===== src/rtl/fifo_serial_tx.sv =====
// -----------------------------------------------------------------------------
// fifo_serial_tx
//
// Drain stage for the 16-bit FIFO. When the block is idle and the FIFO reports
// data, it issues a single-cycle read and waits a bounded time for the read
// data. It then shifts the word out on a UART-style line:
//   start bit (0), 16 data bits LSB first, [even parity], stop bit (1).
// Each bit is held for CLKDIV clock cycles.
//
// Optional feature, selected with `define FIFO_SERIAL_TX_PARITY_EN:
//   a parity bit (XOR of the 16 data bits) is sent between the last data bit
//   and the stop bit. The frame grows from 18*CLKDIV to 19*CLKDIV cycles.
//
// Parameters
//   CLKDIV         clock cycles per serial bit, 2..65535
//   VALID_TIMEOUT  cycles after the RD pulse at which a missing VALID aborts
//                  the pop (ERR then pulses exactly this many cycles after RD)
//
// Ports
//   CLK    in   system clock, everything on posedge
//   RST    in   asynchronous active-low reset
//   EMPTY  in   FIFO empty flag
//   VALID  in   FIFO read data valid, one cycle after an accepted RD
//   DIN    in   FIFO read data (16 bits)
//   RD     out  FIFO read request, one-cycle pulse
//   TXD    out  serial line, idles high
//   BUSY   out  high from the pop request until the stop bit completes
//   ERR    out  one-cycle pulse when VALID did not arrive in time
//
// All outputs are registered; there is no combinational input-to-output path.
// -----------------------------------------------------------------------------
`timescale 1ns/1ps

module fifo_serial_tx #(
  parameter int CLKDIV        = 868,
  parameter int VALID_TIMEOUT = 3
) (
  input  logic        CLK,
  input  logic        RST,
  input  logic        EMPTY,
  input  logic        VALID,
  input  logic [15:0] DIN,
  output logic        RD,
  output logic        TXD,
  output logic        BUSY,
  output logic        ERR
);

  typedef enum logic [2:0] {
    S_IDLE,
    S_REQ,
    S_WAIT,
    S_START,
    S_DATA,
    S_PARITY,
    S_STOP
  } state_t;

  // Terminal count of the baud counter: one bit period is 0..CLKDIV-1.
  localparam logic [15:0] BAUD_LAST = 16'(CLKDIV - 1);

  // The timeout is measured from the RD pulse. The REQ cycle is already one
  // cycle of that budget and WAIT samples VALID at the end of each of its
  // cycles, so the abort happens when the WAIT count reaches VALID_TIMEOUT-2.
  // Budgets shorter than two cycles collapse to a single VALID sample.
  localparam logic [15:0] WAIT_LAST = (VALID_TIMEOUT > 2) ? 16'(VALID_TIMEOUT - 2) : 16'd0;

  state_t      state;
  logic [15:0] baud_cnt;   // cycles spent in the current state / bit
  logic [3:0]  bit_cnt;    // data bit index 0..15
  logic [15:0] shreg;      // word being sent, bit 0 is always the next data bit

`ifdef FIFO_SERIAL_TX_PARITY_EN
  // Parity is captured when the word is latched because the shift register
  // no longer holds the full word by the time the parity bit is due.
  logic        parity_q;
`endif

  logic baud_last;
  assign baud_last = (baud_cnt == BAUD_LAST);

  // NOTE: a single clocked block owns the state and every output, so all of
  // them use non-blocking assignments; reading a register here always yields
  // its value from before this edge.
  always_ff @(posedge CLK or negedge RST) begin
    if (!RST) begin
      // NOTE: the whole datapath is small and reset explicitly, including the
      // shift register, so an aborted frame leaves nothing stale behind.
      state    <= S_IDLE;
      RD       <= 1'b0;
      TXD      <= 1'b1;
      BUSY     <= 1'b0;
      ERR      <= 1'b0;
      shreg    <= '0;
      baud_cnt <= '0;
      bit_cnt  <= '0;
`ifdef FIFO_SERIAL_TX_PARITY_EN
      parity_q <= 1'b0;
`endif
    end else begin
      // RD and ERR are single-cycle pulses: they fall back to 0 on every edge
      // unless the branch below raises them again.
      RD  <= 1'b0;
      ERR <= 1'b0;

      case (state)
        S_IDLE: begin
          TXD      <= 1'b1;
          baud_cnt <= '0;
          // EMPTY is only looked at here, so the FIFO is never read while it
          // reports empty and EMPTY activity during a frame has no effect.
          if (!EMPTY) begin
            state <= S_REQ;
            RD    <= 1'b1;
            BUSY  <= 1'b1;
          end
        end

        S_REQ: begin
          state    <= S_WAIT;
          baud_cnt <= '0;
        end

        S_WAIT: begin
          if (VALID) begin
            shreg    <= DIN;
`ifdef FIFO_SERIAL_TX_PARITY_EN
            parity_q <= ^DIN;
`endif
            state    <= S_START;
            TXD      <= 1'b0;
            baud_cnt <= '0;
          end else if (baud_cnt == WAIT_LAST) begin
            // Give up on this pop; the word is not retried.
            state    <= S_IDLE;
            ERR      <= 1'b1;
            BUSY     <= 1'b0;
            baud_cnt <= '0;
          end else begin
            baud_cnt <= baud_cnt + 16'd1;
          end
        end

        S_START: begin
          if (baud_last) begin
            state    <= S_DATA;
            TXD      <= shreg[0];
            bit_cnt  <= '0;
            baud_cnt <= '0;
          end else begin
            baud_cnt <= baud_cnt + 16'd1;
          end
        end

        S_DATA: begin
          if (baud_last) begin
            baud_cnt <= '0;
            if (bit_cnt == 4'd15) begin
`ifdef FIFO_SERIAL_TX_PARITY_EN
              state <= S_PARITY;
              TXD   <= parity_q;
`else
              state <= S_STOP;
              TXD   <= 1'b1;
`endif
            end else begin
              // TXD is registered, so it is loaded with the bit that becomes
              // shreg[0] after this shift.
              shreg   <= {1'b0, shreg[15:1]};
              TXD     <= shreg[1];
              bit_cnt <= bit_cnt + 4'd1;
            end
          end else begin
            baud_cnt <= baud_cnt + 16'd1;
          end
        end

`ifdef FIFO_SERIAL_TX_PARITY_EN
        S_PARITY: begin
          if (baud_last) begin
            state    <= S_STOP;
            TXD      <= 1'b1;
            baud_cnt <= '0;
          end else begin
            baud_cnt <= baud_cnt + 16'd1;
          end
        end
`endif

        S_STOP: begin
          if (baud_last) begin
            // BUSY drops on the same edge as the return to IDLE, so the next
            // pop can follow without any extra stop-bit stretch.
            state    <= S_IDLE;
            BUSY     <= 1'b0;
            baud_cnt <= '0;
          end else begin
            baud_cnt <= baud_cnt + 16'd1;
          end
        end

        default: begin
          state    <= S_IDLE;
          TXD      <= 1'b1;
          BUSY     <= 1'b0;
          baud_cnt <= '0;
        end
      endcase
    end
  end

endmodule


===== config.mk =====
export PLATFORM = sky130hd
export DESIGN_NAME = fifo_serial_tx
export DESIGN_NICKNAME = d
export VERILOG_FILES = /design/src/rtl/fifo_serial_tx.sv
export SDC_FILE = /design/constraint.sdc
export NUM_CORES = 1
export LEC_CHECK = 0
export ABC_AREA = 1
export BUFFER_PORTS_ARGS = -buffer_cell sky130_fd_sc_hd__buf_4
export CAP_MARGIN = 20
export CORE_MARGIN = 2
export CORE_UTILIZATION = 35
export DETAILED_ROUTE_END_ITERATION = 12
export PLACE_DENSITY = 0.52
export SETUP_SLACK_MARGIN = 0.5
export SYNTH_ARGS = -nofsm -noshare
export SYNTH_HDL_FRONTEND = slang
export SYNTH_SLANG_ARGS = --single-unit

===== constraint.sdc =====
create_clock -name CLK -period 2.8 [get_ports CLK]
set_input_delay 0.14 -clock CLK [delete_from_list [all_inputs] [get_ports CLK]]
set_output_delay 0.14 -clock CLK [all_outputs]
set_load 0.05 [all_outputs]

==> impl_summary.md, run 1 <==
Global route
For met2 alone, demand over resource in global routing was 0.230. Global routing finished with a remaining overflow of 0. The most congested layer reported by global routing is met2.

The met3 usage is 0.0286. The fraction of met1 tracks used by global routing is 0.191. The largest net degree at the start of global routing is 44.

The global-route wire length before repair is 8550 um. The global-route total usage across every layer is 0.143. The via count of the first global-routing pass is 1931.

The initial antenna violation count came to 0.

Power
The reported leakage power is 1.36 nW. IR analysis of the VDD net gives a maximum drop of 0.000244 V. Dividing total power by cell area gives a power density of 763 nW/um^2.

Synth
The total of flip-flops plus latches after synthesis is 43. Counting every instance in the synthesized netlist gives 315. The fraction of synthesized cell area taken by the top area cell type is 0.438. By area the synthesized netlist is led by dfrtp_1 (44%), nand2_1 (13%), nor2_1 (5.3%). The number of nets handed over by synthesis was about 340. A synthesized cell averages 7.61 sq um. During synthesis, Yosys emitted a total of 0 warnings. dfrtp_1 takes more of the synthesized area than any other cell. The number of distinct library cell variants in the gate-level netlist after synthesis is 28. The cell area after synthesis is about 2400 sq um. For this run, the register share of the synthesized area comes to 0.449.

STA
For the final routed database, the setup TNS stands at 0 ns. The final hold violation count is 0. In this run the tightest slew margin relative to its limit is 0.612. Dividing the final minimum period by the clock period gives 0.703. Setup violations remaining at the end of the flow were counted as 0. The final clock skew is approximately 0.0081 ns. Setup repair after global routing left no endpoint under its margin.

The highest achievable clock rate is 0.508 GHz. Counting I/O delays and the setup requirement, the final critical path takes roughly 2.0 ns. The count of final max-slew check failures is 0. The pin slew with the least headroom to its limit is about 0.58 ns.

Detailed routing
The average vias per placed instance is 4.67. Once detail routing completed, the nets flagged for antenna violations numbered 0. The first routing iteration left between 60 and 70 violations. The total iterations of the first detailed-routing run is 4. The residual DRC count is 0.

The routed design has 4700 um of wire. The routed length per placed instance is 11.2 um. Detailed routing inserted a total of 1965 vias.

Setup path
The category of the worst setup path capture point is a register. The critical path is of the register to register type. Data arrives at the worst endpoint at 2.19 ns.

Data on the critical path is required at its endpoint by 3.02 ns. Along the worst path, the maximum fanout reaches 36. The worst setup path is launched from a register.

Cells and area
The area growth from synthesis to final layout is 13.5%. The share of final-layout standard cells stronger than drive strength 1 is 0.194. The design area is 2720 sq um. The total inserted antenna cells is 0. For this run, the share of the core covered by cells in the final layout is 0.405.

The final layout contains 363 nets.

Run
The count of maximum capacitance violations is 0.

Floorplan
The full die area is 7530 sq um. The height of the die is 86.8 um. The number of standard-cell rows in the floorplan is 30. The initial utilization of the core area, before any placement, comes to 0.357.

The I/O pin count is 24. Measured along the x axis, the die boundary spans about 87 um. The region available for standard cell placement spans 6720 sq um.

Worst hold path
The path class of the tightest hold or removal check is primary input to register.

Clock network
The cell sitting at the root of the clock tree is a clkbuf_8. TritonCTS created 5 clock buffers. After clock tree synthesis, the setup repair step added 0 buffers. The TritonCTS clock tree is yes. The number of buffers on the longest clock path is 2.

The number of sinks driven by the clock tree is 43. The H-tree generated during clock tree synthesis spans 2 levels. After clock tree synthesis, the clock-pin slew on the worst setup and hold paths is 0.08 ns.

Clock latency on the worst-skew pair, taken at its later pin, is 0.29 ns.

Place
The congestion estimate from routability-driven global placement came to 0.788. Port buffering added 23 buffers. After detailed placement, the total cell area comes to roughly 2600 sq um. After legalization and detailed placement, the total HPWL measured 3380 um.

Outcome
The run finished with clean final reports.
-- kinds of logic after synthesis --
| kind of cell | count (synthesis) | share of synthesized area |
|---|---|---|
| compound gates | 50 | 0.117 |
| xor+xnor | 6 | 0.0219 |
| fa+ha+maj | 3 | 0.0157 |
| buf+inv | 45 | 0.0783 |
| flops | 43 | 0.449 |
| simple gates | 168 | 0.317 |
-- cells in the final DEF, fill, tap and decap left out, drive strengths merged --
cell type    count
o21ai           37
dlygate4sd3      1
buf             23
nand2          100
a21oi            8
inv             39
nand4            4
nand3           17
xnor2            2
nor2            43
clkbuf           7
o21bai           3
dfstp            1
nand3b           1
dfrtp           42
clkinv           1
o211ai           1
ha               3
xor2             4
nor3             3
o31ai            1
-- critical path, stage by stage, from the launching register on --
cell     delay (ns)
dfrtp_1        0.44
nor2_2         0.18
nand2_2        0.36
nand2_1        0.28
nand2_4        0.09
nor2_8         0.36
nand2_1        0.10
o21ai_1        0.09
-- worst paths after layout --
check | start | to | slack [ns] | cells past startpoint
min in group asynchronous | RST | baud_cnt[2] | 0.38 | 2
hold / removal | VALID | ERR | 0.02 | 2
setup / recovery | state[0] | shreg[9] | 0.83 | 7
setup reg to reg | state[0] | shreg[9] | 0.83 | 7
hold reg to reg | shreg[15] | shreg[15] | 0.49 | 2
max in group asynchronous | RST | TXD | 2.05 | 2
-- metrics by stage --
stage	total power, mW	setup WS (ns)	hold WS, ns	cells
after floorplan	1.55	1.33	-0.156	315
after global placement	1.71	0.892	0.174	412
after detailed placement	1.71	0.851	0.174	412
after CTS	2.11	0.826	0.0147	421
after global routing	2.27	0.557	0.0163	421
final	2.08	0.832	0.0226	421
-- synthesized netlist by cell type --
cell type / n
nand3b_1: 1
buf_6: 2
nor2_1: 34
dfrtp_1: 42
clkbuf_1: 3
dfstp_2: 1
o21ai_1: 12
nor2_4: 1
nand2_4: 3
a21oi_1: 8
xnor2_1: 2
nand4_1: 4
nand3_1: 17
nand2_1: 86
buf_4: 1
nor2_2: 7
o31ai_1: 1
o21ai_0: 20
o21ai_2: 5
nand2_2: 11
o21bai_1: 3
nor3_1: 3
inv_2: 8
ha_1: 3
o211ai_1: 1
nor2_8: 1
inv_1: 31
xor2_1: 4
-- power by group --
part | leakage, nW | switching [mW] | internal, mW
clock | 0.0422 | 0.206 | 0.175
combinational | 0.751 | 0.563 | 0.278
sequential | 0.565 | 0.0717 | 0.782
-- area by class of cell --
class	count	area (sq um)
clock buffers	7	76.3
clock inverters	1	5.00
fillers	722	4000
inverters	39	146
multi-input cells	227	1130
flip-flops and latches	43	1080
well taps	80	100
repair buffers	24	183
-- flip-flops by register name (all words and copies together), names as in the netlist --
| register | cells |
|---|---|
| state | 3 |
| shreg | 16 |
| BUSY | 1 |
| TXD | 1 |
| ERR | 1 |
| bit_cnt | 4 |
| baud_cnt | 16 |
| RD | 1 |
-- per-layer routing --
metal,part of all wire,up-vias
li1,-,1047
met1,0.50,885
met2,0.46,28
met3,0.025,5
met4,0.015,0
met5,0,-
-- repair_timing --
action                    in CTS  in global routing
hold buffers                   1                  0
hold endpoints to repair      42                  0
resized for setup              0                  0
(Power assumes the default switching activity.)
==> run 2, diff against run 1 <==
PLACE_DENSITY = 0.54   (was 0.52)
clock period = 1.7 ns   (was 2.8 ns; I/O delays follow)
==> run 2 against run 1 <==
Global-route usage is 1.6 points higher. Sequential share of layout area is 8.6 points lower. Clock-buffer cell count decreased by 1. Power rose by 120%. Cell area up 28%. Critical endpoint unchanged. Highest routed layer unchanged.
==> impl_summary.md, run 2 (synthesis gave the netlist of run 1 again) <==
Outcome
The run finished with clean final reports.

Setup path
The setup slack of the most critical reg-to-reg path came to 0.17 ns (-0.66 ns). The required time of the critical path was 1.93 ns (-1.09 ns). The biggest cell delay along the critical path was 0.41 ns (-0.03 ns). On the critical path the largest part of the delay comes from simple AND/OR/NAND/NOR gates. The data arrival time at the worst-slack endpoint is 1.75 ns (-0.44 ns). The largest individual stage delay along the critical path comes from the cell dfrtp_1. The most used cell along the critical path is nand2_4. The worst setup path is captured at a register. The top fanout value on the critical path is 10 (-72%). The worst setup path is of the register to register kind. The number of stages on the worst setup path is 10 (+3). The count of buffering cells on the critical path with inverters included is 1 (+1). The length in cells of the worst reg-to-reg path was 10 (+3).

Traced cell by cell, the critical path runs through nor2_2 -> nand2_2 -> nor2_4 -> nand2_4 -> nand2_4 -> nand2_4 -> nor2_8 -> buf_12 -> nand2_1 -> o21ai_1. STA classifies the critical path startpoint as a register.

STA
The total of endpoints with negative setup slack in the final report is 0 (unchanged). The final clock skew is 0.00914 ns (+0.00103 ns). The smallest hold slack is 0.0661 ns (+0.0435 ns). The highest achievable clock rate is 0.655 GHz (+29%). The count of final max-slew check failures is 0 (unchanged).

The relative max-transition margin came to 0.637 (+0.0254). The pin slew with the least headroom to its limit is 0.544 ns (-0.0361 ns). The setup total negative slack is 0 ns (unchanged).

Setup repair after global routing could not meet its margin everywhere. The post-route fraction of the period consumed by the critical path is 0.898 (+0.195). The final hold violation count is 0 (unchanged). The post-layout minimum cycle time is 1.53 ns (-0.442 ns).

Detailed routing
The total vias in the final route is 2235 (+14%). The number of DRC markers after the initial detailed-route iteration is 74 (+16%). The wire length reported by the detailed router was 5820 um (+24%). The post-route antenna net violation count was 0 (unchanged).

The residual DRC count came to 0 (unchanged). The total iterations of the first detailed-routing run came to 4 (unchanged). The routed length per placed instance is 12.7 um (+14%). The average vias per placed instance came to 4.88 (+4.6%).

Global route
The global-route wire length before repair was 9470 um (+11%). The largest net degree at the start of global routing came to 44 (unchanged). The met3 usage is 0.0343 (+0.00571).

The global routing stage identified its most utilized layer as met2. The met2 global-route usage is 0.271 (+0.0413). The fraction of met1 tracks used by global routing is 0.200 (+0.00942). The global-route total usage across every layer is 0.159 (+0.0161). The initial antenna violation count came to 0 (unchanged).

The global-route congestion overflow total is 0 (unchanged). The via count of the first global-routing pass was 2090 (+8.2%).

Floorplan
The number of standard-cell rows in the floorplan is 30 (unchanged). The core footprint is 6720 sq um (unchanged). The starting density of the core is 0.357 (unchanged). The full die area came to 7530 sq um (unchanged).

The height of the die was 86.8 um (unchanged). The I/O pin count came to 24 (unchanged). The horizontal extent of the die is 86.8 um (unchanged).

Cells and area
From synthesis to final layout, the design area changed by 45.6%. Leaving out fill and tap cells, the most frequent cells in the layout are nand2_1 (59), buf_4 (51), dfrtp_1 (39), nand2_2 (27), inv_1 (26). The library cell used most frequently in the layout, excluding fill and tap cells, is nand2_1. The largest registers in the layout are baud_cnt x16, shreg x16, bit_cnt x4. The fill cell instance count of the final layout is 617 (-15%). The number of nets in the finished design is 400 (+10%). The share of final-layout standard cells stronger than drive strength 1 came to 0.460 (+0.267). The total inserted antenna cells is 0 (unchanged).

Clock network
The H-tree depth was 2 (unchanged). The total clock buffers created by CTS is 5 (unchanged). The clock-pin slew reported for the worst setup and hold paths after clock tree synthesis was 0.09 ns (about the same).

The number of sinks driven by the clock tree came to 43 (unchanged). The number of buffers on the longest clock path came to 2 (unchanged). The clock insertion delay at the later pin of the skew report is 0.30 ns (about the same). TritonCTS built the clock tree. The clock root buffer is clkbuf_8.

Place
The port buffer count is 23 (unchanged). The global placement routability congestion is 0.789 (about the same). The detailed placement HPWL is 3480 um (+3.1%).

Power
The highest ir drop seen on vdd is 0.000489 V (+100%). The reported leakage power is 1.66 nW (+22%). The power density over the cells is 1290 nW/um^2 (+68%). The total power after layout is 4.49 mW (+120%).

Worst hold path
The instance count along the most critical hold path is 3 (+1). The tightest min-delay check is of the primary input to register type.

Run
The count of maximum capacitance violations is 0 (unchanged).
==> run 2: cell types whose count changed in the layout (fill, tap and decap cells not counted), sizes merged <==
cell and delta:
buf +34, bufinv +2, clkbuf -1, clkinv -1, dlygate4sd3 +2, inv +1
==> run 2: area by class of cell <==
cell class / instances / area [sq um] / area share
multi-input combinational: 227 / 1500 / 0.430
sequential: 43 / 1080 / 0.310
timing repair buffer: 60 / 505 / 0.145
inverter: 39 / 159 / 0.0455
tap: 80 / 100 / 0.0287
clock buffer: 6 / 72.6 / 0.0208
clock inverter: 2 / 60.1 / 0.0172
timing repair inverter: 1 / 11.3 / 0.00323
==> run 2: power by group <==
| group | switching [mW] | total (mW) | internal (mW) |
|---|---|---|---|
| registers | 0.135 | 1.43 | 1.29 |
| clock network | 0.355 | 0.943 | 0.587 |
| logic | 1.29 | 2.11 | 0.828 |
==> run 2: worst register-to-register path: stages (launching register included) <==
cell and delay, ns:
dfrtp_1 0.41, nor2_2 0.16, nand2_2 0.08, nor2_4 0.16, nand2_4 0.09, nand2_4 0.07, nand2_4 0.06, nor2_8 0.16
buf_12 0.15, nand2_1 0.05, o21ai_1 0.07
==> run 2: path summary, 6_finish.rpt <==
path                                   from           to
worst min register to register         BUSY         BUSY
worst max register to register  baud_cnt[2]     shreg[9]
worst min-delay path                DIN[15]    shreg[15]
worst max-delay path            baud_cnt[2]     shreg[9]
min in group asynchronous               RST     shreg[8]
max in group asynchronous               RST  baud_cnt[0]
==> run 2: layer usage <==
layer	vias to the layer above	part of all wire
met4	0	0.012
met2	26	0.51
met5	-	0
met1	1076	0.45
li1	1126	-
met3	7	0.025
==> run 2: repair_timing <==
item                                   4_1_cts  5_1_grt
pin swaps                                   16       24
buffers inserted                            17       10
endpoints found under the hold margin       44        0
hold buffers                                 3        0
setup endpoints to repair                   42       42
gates cloned                                 2        0
gates resized for setup                     56       48
==> run 2: stage by stage <==
step           setup WS, ns   util  instance area (sq um)  cells
3_3_place_gp          0.134  0.405                   2720    418
5_1_grt              0.0675  0.519                   3490    458
2_1_floorplan         0.269      -                   2440    315
6_report              0.174  0.519                   3490    458
3_5_place_dp          0.103  0.405                   2720    418
4_1_cts               0.186  0.481                   3230    448
